**src/rtl/uart_rx_core_if.sv**
```systemverilog
// uart_rx_core_if
//   Groups the serial-line input, the per-frame parity configuration and the
//   host-side result pulses of the UART receiver into one bundle.
//   Signals:
//     i_rx_in          serial line, idle high, asynchronous to i_clk
//     i_parity_enable  1: frame carries a parity bit
//     i_parity_type    0: even, 1: odd
//     o_data           last received data word
//     o_data_valid     1-cycle pulse: good frame in o_data
//     o_parity_error   1-cycle pulse: parity mismatch
//     o_stop_error     1-cycle pulse: stop bit sampled 0
//     o_busy           high while a frame is in progress
//   Modports:
//     slave   the receiver core
//     master  whatever drives the line and consumes the results
`timescale 1ns/1ps
interface uart_rx_core_if #(
  parameter int DATA_WIDTH = 8
);
  logic                  i_rx_in;
  logic                  i_parity_enable;
  logic                  i_parity_type;
  logic [DATA_WIDTH-1:0] o_data;
  logic                  o_data_valid;
  logic                  o_parity_error;
  logic                  o_stop_error;
  logic                  o_busy;

  modport slave (
    input  i_rx_in, i_parity_enable, i_parity_type,
    output o_data, o_data_valid, o_parity_error, o_stop_error, o_busy
  );

  modport master (
    output i_rx_in, i_parity_enable, i_parity_type,
    input  o_data, o_data_valid, o_parity_error, o_stop_error, o_busy
  );
endinterface

```
**src/rtl/uart_rx_core.sv**
```systemverilog
// uart_rx_core
//   UART receiver: start(0), DATA_WIDTH data bits LSB first, optional parity,
//   one stop(1). i_clk runs at OVERSAMPLE ticks per bit (>=4, even). Each bit
//   is decided by a 3-sample majority around mid-bit. Results are delivered
//   as registered 1-cycle pulses one cycle after the frame ends.
//   Ports:
//     i_clk   oversampled clock
//     i_rst   asynchronous reset, active low
//     bus     uart_rx_core_if slave: serial input, parity config, results
`timescale 1ns/1ps
module uart_rx_core #(
  parameter int DATA_WIDTH = 8,
  parameter int OVERSAMPLE = 8
) (
  input  logic           i_clk,
  input  logic           i_rst,
  uart_rx_core_if.slave  bus
);

  localparam int H  = OVERSAMPLE / 2;
  localparam int EW = $clog2(OVERSAMPLE);
  localparam int BW = (DATA_WIDTH > 1) ? $clog2(DATA_WIDTH) : 1;

  localparam logic [EW-1:0] EDGE_PRE  = EW'(H - 1);
  localparam logic [EW-1:0] EDGE_MID  = EW'(H);
  localparam logic [EW-1:0] EDGE_POST = EW'(H + 1);
  localparam logic [EW-1:0] EDGE_LAST = EW'(OVERSAMPLE - 1);
  localparam logic [BW-1:0] BIT_LAST  = BW'(DATA_WIDTH - 1);

  localparam logic [2:0] ST_IDLE   = 3'd0;
  localparam logic [2:0] ST_START  = 3'd1;
  localparam logic [2:0] ST_DATA   = 3'd2;
  localparam logic [2:0] ST_PARITY = 3'd3;
  localparam logic [2:0] ST_STOP   = 3'd4;

  logic [2:0]            state_q, state_d;
  logic [1:0]            sync_q, sync_d;
  logic [EW-1:0]         edge_cnt_q, edge_cnt_d;
  logic [BW-1:0]         bit_cnt_q, bit_cnt_d;
  logic [1:0]            samp_q, samp_d;
  logic [DATA_WIDTH-1:0] shift_q, shift_d;
  logic                  par_en_q, par_en_d;
  logic                  par_type_q, par_type_d;
  logic                  par_bit_q, par_bit_d;
  logic                  stop_bit_q, stop_bit_d;
  logic [DATA_WIDTH-1:0] data_q, data_d;
  logic                  data_valid_q, data_valid_d;
  logic                  parity_error_q, parity_error_d;
  logic                  stop_error_q, stop_error_d;

  logic rx_s;
  logic maj;
  logic at_post;
  logic at_last;
  logic stop_val;
  logic par_mismatch;

  assign rx_s    = sync_q[1];
  assign at_post = (edge_cnt_q == EDGE_POST);
  assign at_last = (edge_cnt_q == EDGE_LAST);
  // The third sample is the live rx_s, so the vote is ready at EDGE_POST.
  assign maj     = (samp_q[0] & samp_q[1]) | (rx_s & (samp_q[0] | samp_q[1]));
  // With OVERSAMPLE=4 the stop decision and frame end share a cycle.
  assign stop_val     = at_post ? maj : stop_bit_q;
  assign par_mismatch = par_bit_q != ((^shift_q) ^ par_type_q);

  assign bus.o_data         = data_q;
  assign bus.o_data_valid   = data_valid_q;
  assign bus.o_parity_error = parity_error_q;
  assign bus.o_stop_error   = stop_error_q;
  assign bus.o_busy         = (state_q != ST_IDLE);

  always_comb begin
    state_d        = state_q;
    sync_d         = {sync_q[0], bus.i_rx_in};
    edge_cnt_d     = at_last ? '0 : edge_cnt_q + EW'(1);
    bit_cnt_d      = bit_cnt_q;
    samp_d         = samp_q;
    shift_d        = shift_q;
    par_en_d       = par_en_q;
    par_type_d     = par_type_q;
    par_bit_d      = par_bit_q;
    stop_bit_d     = stop_bit_q;
    data_d         = data_q;
    data_valid_d   = 1'b0;
    parity_error_d = 1'b0;
    stop_error_d   = 1'b0;

    if (edge_cnt_q == EDGE_PRE) samp_d[0] = rx_s;
    if (edge_cnt_q == EDGE_MID) samp_d[1] = rx_s;

    case (state_q)
      ST_IDLE: begin
        edge_cnt_d = '0;
        bit_cnt_d  = '0;
        if (!rx_s) begin
          state_d    = ST_START;
          par_en_d   = bus.i_parity_enable;
          par_type_d = bus.i_parity_type;
        end
      end
      ST_START: begin
        if (at_post && maj) begin
          state_d    = ST_IDLE;
          edge_cnt_d = '0;
        end else if (at_last) begin
          state_d = ST_DATA;
        end
      end
      ST_DATA: begin
        // Shifting in at the MSB end leaves the first bit at the LSB.
        if (at_post) shift_d = {maj, shift_q[DATA_WIDTH-1:1]};
        if (at_last) begin
          if (bit_cnt_q == BIT_LAST) begin
            bit_cnt_d = '0;
            state_d   = par_en_q ? ST_PARITY : ST_STOP;
          end else begin
            bit_cnt_d = bit_cnt_q + BW'(1);
          end
        end
      end
      ST_PARITY: begin
        if (at_post) par_bit_d = maj;
        if (at_last) state_d = ST_STOP;
      end
      ST_STOP: begin
        if (at_post) stop_bit_d = maj;
        if (at_last) begin
          state_d        = ST_IDLE;
          data_d         = shift_q;
          stop_error_d   = !stop_val;
          parity_error_d = par_en_q && par_mismatch;
          data_valid_d   = stop_val && !(par_en_q && par_mismatch);
        end
      end
      default: state_d = ST_IDLE;
    endcase
  end

  always_ff @(posedge i_clk or negedge i_rst) begin
    if (!i_rst) begin
      state_q        <= ST_IDLE;
      sync_q         <= 2'b11;
      edge_cnt_q     <= '0;
      bit_cnt_q      <= '0;
      samp_q         <= 2'b00;
      shift_q        <= '0;
      par_en_q       <= 1'b0;
      par_type_q     <= 1'b0;
      par_bit_q      <= 1'b0;
      stop_bit_q     <= 1'b0;
      data_q         <= '0;
      data_valid_q   <= 1'b0;
      parity_error_q <= 1'b0;
      stop_error_q   <= 1'b0;
    end else begin
      state_q        <= state_d;
      sync_q         <= sync_d;
      edge_cnt_q     <= edge_cnt_d;
      bit_cnt_q      <= bit_cnt_d;
      samp_q         <= samp_d;
      shift_q        <= shift_d;
      par_en_q       <= par_en_d;
      par_type_q     <= par_type_d;
      par_bit_q      <= par_bit_d;
      stop_bit_q     <= stop_bit_d;
      data_q         <= data_d;
      data_valid_q   <= data_valid_d;
      parity_error_q <= parity_error_d;
      stop_error_q   <= stop_error_d;
    end
  end

endmodule
```
**src/flat_wrapper.sv**
```systemverilog
// flat-port wrapper written by rule: the top's interface ports become plain ports
module uart_rx_core_flat 
#(
  parameter int DATA_WIDTH = 8,
  parameter int OVERSAMPLE = 8
)
  (i_clk, i_rst, bus_i_rx_in, bus_i_parity_enable, bus_i_parity_type, bus_o_data, bus_o_data_valid, bus_o_parity_error, bus_o_stop_error, bus_o_busy);
  uart_rx_core_if #(.DATA_WIDTH(DATA_WIDTH)) bus_i ();
  input  logic i_clk;
  input  logic i_rst;
  input wire logic [$bits(bus_i.i_rx_in)-1:0] bus_i_rx_in;
  input wire logic [$bits(bus_i.i_parity_enable)-1:0] bus_i_parity_enable;
  input wire logic [$bits(bus_i.i_parity_type)-1:0] bus_i_parity_type;
  output wire logic [$bits(bus_i.o_data)-1:0] bus_o_data;
  output wire logic [$bits(bus_i.o_data_valid)-1:0] bus_o_data_valid;
  output wire logic [$bits(bus_i.o_parity_error)-1:0] bus_o_parity_error;
  output wire logic [$bits(bus_i.o_stop_error)-1:0] bus_o_stop_error;
  output wire logic [$bits(bus_i.o_busy)-1:0] bus_o_busy;
  assign bus_i.i_rx_in = bus_i_rx_in;
  assign bus_i.i_parity_enable = bus_i_parity_enable;
  assign bus_i.i_parity_type = bus_i_parity_type;
  assign bus_o_data = bus_i.o_data;
  assign bus_o_data_valid = bus_i.o_data_valid;
  assign bus_o_parity_error = bus_i.o_parity_error;
  assign bus_o_stop_error = bus_i.o_stop_error;
  assign bus_o_busy = bus_i.o_busy;
  uart_rx_core #(.DATA_WIDTH(DATA_WIDTH), .OVERSAMPLE(OVERSAMPLE)) u_core (.i_clk(i_clk), .i_rst(i_rst), .bus(bus_i));
endmodule
```
**config.mk**
```make
export PLATFORM = sky130hd
export DESIGN_NAME = uart_rx_core_flat
export DESIGN_NICKNAME = d
export VERILOG_FILES = /design/src/rtl/uart_rx_core_if.sv /design/src/rtl/uart_rx_core.sv /design/src/flat_wrapper.sv
export SDC_FILE = /design/constraint.sdc
export NUM_CORES = 1
export LEC_CHECK = 0
export CAP_MARGIN = 20
export CORE_ASPECT_RATIO = 1.5
export CORE_MARGIN = 1
export CORE_UTILIZATION = 55
export DETAILED_ROUTE_END_ITERATION = 8
export GPL_TIMING_DRIVEN = 1
export PLACE_DENSITY = 0.86
export SETUP_SLACK_MARGIN = 0.05
export SYNTH_ARGS = -nofsm -noshare
export SYNTH_HDL_FRONTEND = slang
export SYNTH_SLANG_ARGS = --single-unit
```
**constraint.sdc**
```tcl
create_clock -name i_clk -period 3.3 [get_ports i_clk]
set_input_delay 0.66 -clock i_clk [delete_from_list [all_inputs] [get_ports i_clk]]
set_output_delay 0.66 -clock i_clk [all_outputs]
set_load 0.03 [all_outputs]
```
==> results of run 1 <==
area by class of cell:
type / instances / area [um2]
Clock buffer: 7 / 96.3
Fill cell: 219 / 942
Inverter: 7 / 26.3
Multi-Input combinational cell: 97 / 698
Sequential cell: 36 / 903
Tap cell: 39 / 48.8
Timing Repair Buffer: 17 / 168
power by group:
part / leakage [nW] / total (mW) / switching [mW] / internal [mW]
clock: 0.0503 / 0.322 / 0.137 / 0.186
combinational: 0.392 / 0.368 / 0.188 / 0.180
sequential: 0.474 / 0.614 / 0.0927 / 0.522
per-layer routing:
metal / routed length [um] / share of wire [%] / vias up
met5: 0 / 0 / -
met4: 102 / 3.3 / 0
met3: 145 / 4.7 / 11
met2: 1680 / 54 / 44
met1: 1190 / 38 / 548
li1: - / - / 520
state kept, by name, summed over array words and instances (netlist names):
name	count
u_core.bus.o_stop_error	1
u_core.bit_cnt_q	3
u_core.bus.o_parity_error	1
u_core.par_en_q	1
u_core.bus.o_data	8
u_core.samp_q	2
u_core.par_bit_q	1
u_core.sync_q	2
u_core.par_type_q	1
u_core.stop_bit_q	1
u_core.bus.o_data_valid	1
u_core.shift_q	8
u_core.edge_cnt_q	3
u_core.state_q	3
worst max path at each step:
stage / from / depth (start not counted) / end
finish: u_core.state_q[0] / 3 / bus_o_busy
global route: u_core.state_q[0] / 3 / bus_o_busy
CTS: u_core.state_q[0] / 3 / bus_o_busy
detailed placement: u_core.state_q[0] / 3 / bus_o_busy
global placement: u_core.state_q[0] / 3 / bus_o_busy
floorplan: u_core.state_q[0] / 5 / u_core.par_en_q
logic make-up after synthesis:
family,after synthesis,synth area share [%]
flip-flops,36,54.9
multiplexers,15,10.1
buffers and inverters,11,2.74
AND/OR/NAND/NOR,52,15.1
XOR/XNOR,8,5.09
AO/OA/AOI/OAI,14,6.16
adder cells (fa/ha/maj),8,5.93
through the flow:
step	hold slack [ns]	setup slack, ns	cells
2_1_floorplan	0.345	1.74	144
3_3_place_gp	0.346	1.26	196
3_5_place_dp	0.349	1.22	196
4_1_cts	0.359	0.906	203
5_1_grt	0.365	0.820	203
6_report	0.358	0.897	203
Yosys cell counts:
cell / instances / area [um2]
dfrtp_1: 34 / 851
nand2_1: 31 / 116
mux2_2: 13 / 146
ha_1: 7 / 87.6
inv_1: 7 / 26.3
xnor2_1: 7 / 61.3
nor2_1: 6 / 22.5
buf_2: 3 / 15.0
o21ai_0: 3 / 15.0
a21oi_1: 2 / 10.0
a22o_1: 2 / 17.5
and2_1: 2 / 12.5
dfstp_2: 2 / 52.6
mux2i_1: 2 / 20.0
nand4_1: 2 / 12.5
nor2b_1: 2 / 12.5
o22ai_1: 2 / 12.5
a211oi_1: 1 / 7.51
a211oi_2: 1 / 12.5
a21boi_2: 1 / 11.3
a31oi_1: 1 / 6.26
a41oi_1: 1 / 8.76
and3_1: 1 / 6.26
clkbuf_1: 1 / 3.75
maj3_1: 1 / 10.0
nand2b_1: 1 / 6.26
nand3_1: 1 / 5.00
nand3b_1: 1 / 7.51
nor3_1: 1 / 5.00
nor3_4: 1 / 16.3
nor3b_1: 1 / 7.51
nor3b_2: 1 / 12.5
or2_2: 1 / 6.26
xnor3_1: 1 / 22.5
==> flow_summary.json, run 1 <==
{
  "total_power_mw": 1.30,
  "critical-path-max-stage-delay_ns": 0.67,
  "startpoint_type": "flip-flop",
  "clk_latency_ns": 0.28,
  "most-common-layout-cells": "dfrtp_1, nand2_1, clkdlybuf4s50_1, mux2_2",
  "cts_setup_buffers": 0,
  "clockBufferDepth": 2,
  "arrival_ns": 1.74,
  "worstMarginPinSlew_ns": 0.518,
  "postRouteWirelength_mm": 3.11,
  "timing.max_cap.violations": 0,
  "crit_fanout": 9,
  "setup_viol": 0,
  "crit_chain": "nor2_1 > nand2_1 > clkdlybuf4s50_1",
  "end_kind": "output port",
  "yosys_warnings": 0,
  "min-delay-start": "u_core.sync_q[0]",
  "routedWlPerCell_um": 15.3,
  "rsz0062_at_grt": "no",
  "cp_top_family": "buffers and inverters",
  "start_util_pct": 57.1,
  "reg2reg_depth": 4,
  "mostFrequentLayoutCell": "dfrtp_1",
  "post-route-min-period_ns": 2.40,
  "cts_root_buffer": "clkbuf_8",
  "powerDensity_nw_per_um2": 672,
  "yosysSeqAreaShare_pct": 54.9,
  "grt_pass1_vias": 1213,
  "dieArea_um2": 3220,
  "holdPathStages": 0,
  "grtUsageMet1_pct": 26.1,
  "grtUsageMet2_pct": 37.2,
  "drt_iter0_drc": 37,
  "fin_util_pct": 67.3,
  "worst-endpoint-required_ns": 2.64,
  "cpMaxStageDelayCell": "clkdlybuf4s50_1",
  "pin_count": 17,
  "dp_hpwl_mm": 2.23,
  "clkSinkCount": 36,
  "worstSetupPathType": "flip-flop to output port",
  "grt_max_degree": 37,
  "vias": 1123,
  "ctsHoldBuffers": 0,
  "viasPerCell": 5.53,
  "status": "completed",
  "vdd_drop_max_mv": 0.443,
  "max_slew_margin_pct": 65.3,
  "ys_types": 34,
  "gp_congestion": 0.866,
  "placed_area_um2": 1840,
  "route.detailed.drc": 0,
  "synth_cells": 144,
  "rows": 24,
  "grtUsageTotal_pct": 22.9,
  "r2r_slack_ns": 1.49,
  "cts_tree": "built",
  "min_to": "u_core.sync_q[1]",
  "ant_nets": 0,
  "avgSynthCellArea_um2": 11.4,
  "clk_pin_slew_ns": 0.07,
  "syn_area_um2": 1650,
  "grt_antenna_before_repair": 0,
  "h-tree-depth": 2,
  "tns_ns": 0,
  "die_h_um": 69.0,
  "timing.final.crit_share_pct": 72.8,
  "ys_seq_elements": 36,
  "die_x_um": 46.7,
  "finalHoldViolCount": 0,
  "io_buffers": 16,
  "fin_skew_ns": 0.00841,
  "syn_nets": 156,
  "fmax_mhz": 416,
  "cp_num_buf_inv": 1,
  "diodes": 0,
  "grt_pass1_wl_mm": 5.32,
  "final_max_slew_viol_count": 0,
  "use_met3_pct": 4.97,
  "finalInstanceArea_um2": 1940,
  "grt.overflow.total": 0,
  "nets": 176,
  "ctsResizeCount": 0,
  "grt.busiest_layer": "met2",
  "drive_gt1_share_pct": 17.1,
  "area_delta_synth_final_pct": 17.9,
  "numCtsBuffers": 5,
  "firstDrtPassIters": 4,
  "hold_class": "flip-flop to flip-flop",
  "p_leak_nw": 0.916,
  "reg2reg_from": "u_core.edge_cnt_q[0]",
  "fp.coreArea_um2": 2880,
  "worstReg2RegEnd": "u_core.bus.o_data_valid"
}
(Power assumes the default switching activity.)
==> run 2, diff against run 1 <==
Clock period 3.3 ns to 2.44 ns, I/O delays scaled along.
==> flow_summary.json, run 2 (same netlist as run 1, synthesis figures left out) <==
{
  "status": "completed",
  "tns_ns": 0,
  "vias": 1096,
  "clkSinkCount": 36,
  "area_delta_synth_final_pct": 21.7,
  "seq_power_share_pct": 40.5,
  "cts_setup_buffers": 0,
  "die_h_um": 69.0,
  "crit_fanout": 9,
  "dieArea_um2": 3220,
  "gp_congestion": 0.882,
  "worstMarginPinSlew_ns": 0.458,
  "arrival_ns": 1.77,
  "clk_latency_ns": 0.30,
  "power_switching_mw": 0.588,
  "firstDrtPassIters": 4,
  "pin_count": 17,
  "startpoint_type": "flip-flop",
  "viasPerCell": 5.37,
  "grt_pass1_wl_mm": 5.06,
  "routedWlPerCell_um": 14.5,
  "fin_util_pct": 69.5,
  "swShare_pct": 28.7,
  "clockBufferDepth": 2,
  "diodes": 0,
  "p_int_mw": 1.46,
  "fin_skew_ns": 0.00627,
  "layout_setup_ws_ns": 0.185,
  "clkPwrFrac_pct": 35.6,
  "grtUsageTotal_pct": 22.7,
  "rows": 24,
  "final_max_slew_viol_count": 0,
  "timing.final.crit_share_pct": 92.4,
  "holdWs_ns": 0.356,
  "worstSetupPathType": "flip-flop to output port",
  "worst-endpoint-required_ns": 1.95,
  "finalHoldViolCount": 0,
  "fp.coreArea_um2": 2880,
  "grt_max_degree": 37,
  "powerDensity_nw_per_um2": 1020,
  "drt_iter0_drc": 18,
  "p_leak_nw": 0.944,
  "die_x_um": 46.7,
  "pwr-share-comb_pct": 24.0,
  "nets": 176,
  "dp_hpwl_mm": 2.03,
  "rsz0062_at_grt": "no",
  "numCtsBuffers": 5,
  "clk_pin_slew_ns": 0.07,
  "route.detailed.drc": 0,
  "cts_root_buffer": "clkbuf_8",
  "h-tree-depth": 2,
  "grt.overflow.total": 0,
  "most-common-layout-cells": "dfrtp_1, nand2_1, clkdlybuf4s50_1, mux2_2",
  "ant_nets": 0,
  "end_kind": "output port",
  "ctsHoldBuffers": 0,
  "num-fill-cells": 210,
  "setup_viol": 0,
  "postRouteWirelength_mm": 2.96,
  "post-route-min-period_ns": 2.25,
  "hold_class": "flip-flop to flip-flop",
  "max_slew_margin_pct": 69.4,
  "grt_pass1_vias": 1154,
  "pre_cts_ws_ns": 0.509,
  "timing.max_cap.violations": 0,
  "grt_antenna_before_repair": 0,
  "io_buffers": 16,
  "vdd_drop_max_mv": 0.774,
  "cts_tree": "built",
  "mostFrequentLayoutCell": "dfrtp_1",
  "ctsResizeCount": 0,
  "start_util_pct": 57.1,
  "drive_gt1_share_pct": 17.6,
  "fmax_mhz": 444
}
run 2: final timing paths:
| kind | cells after the start | startpoint | slack, ns | to |
|---|---|---|---|---|
| max in group asynchronous | 2 | i_rst | 1.51 | u_core.sync_q[1] |
| worst max-delay path | 3 | u_core.state_q[0] | 0.19 | bus_o_busy |
| worst min register to register | 0 | u_core.sync_q[0] | 0.36 | u_core.sync_q[1] |
| min in group asynchronous | 2 | i_rst | 0.58 | u_core.bit_cnt_q[1] |
| worst min-delay path | 0 | u_core.sync_q[0] | 0.36 | u_core.sync_q[1] |
| worst max register to register | 4 | u_core.edge_cnt_q[0] | 0.67 | u_core.bus.o_data_valid |
run 2: worst max-delay path, cell delays in order (launching register included):
cell,delay [ns]
dfrtp_1,0.57
nor2_1,0.13
nand2_1,0.11
clkdlybuf4s50_1,0.67
run 2: power by group through the flow:
stage / logic (mW) / registers [mW] / clock network (mW)
after floorplan: 0.415 / 0.779 / 0
after global placement: 0.450 / 0.822 / 0
after detailed placement: 0.488 / 0.836 / 0
after CTS: 0.500 / 0.826 / 0.743
after global routing: 0.551 / 0.843 / 0.766
final: 0.491 / 0.828 / 0.728
run 2: metrics by stage:
step	std cells	power (mW)	cell area, um2
after global routing	204	2.16	2000
after CTS	204	2.07	2000
after floorplan	144	1.19	1650
after global placement	196	1.27	1840
final	204	2.05	2000
after detailed placement	196	1.32	1840
run 2: routing by layer:
layer	GRT usage [%]	wire length (um)
met3	6.54	152
met2	35.0	1540
met5	0	0
met1	25.3	1150
met4	15.9	107
run 2: layout make-up:
| type | instances | area [um2] | share of cell area, % |
|---|---|---|---|
| tap | 39 | 48.8 | 2.44 |
| inverter | 7 | 26.3 | 1.31 |
| clock inverter | 3 | 90.1 | 4.50 |
| timing repair buffer | 17 | 168 | 8.37 |
| clock buffer | 5 | 68.8 | 3.44 |
| multi-input combinational | 97 | 698 | 34.9 |
| sequential | 36 | 903 | 45.1 |
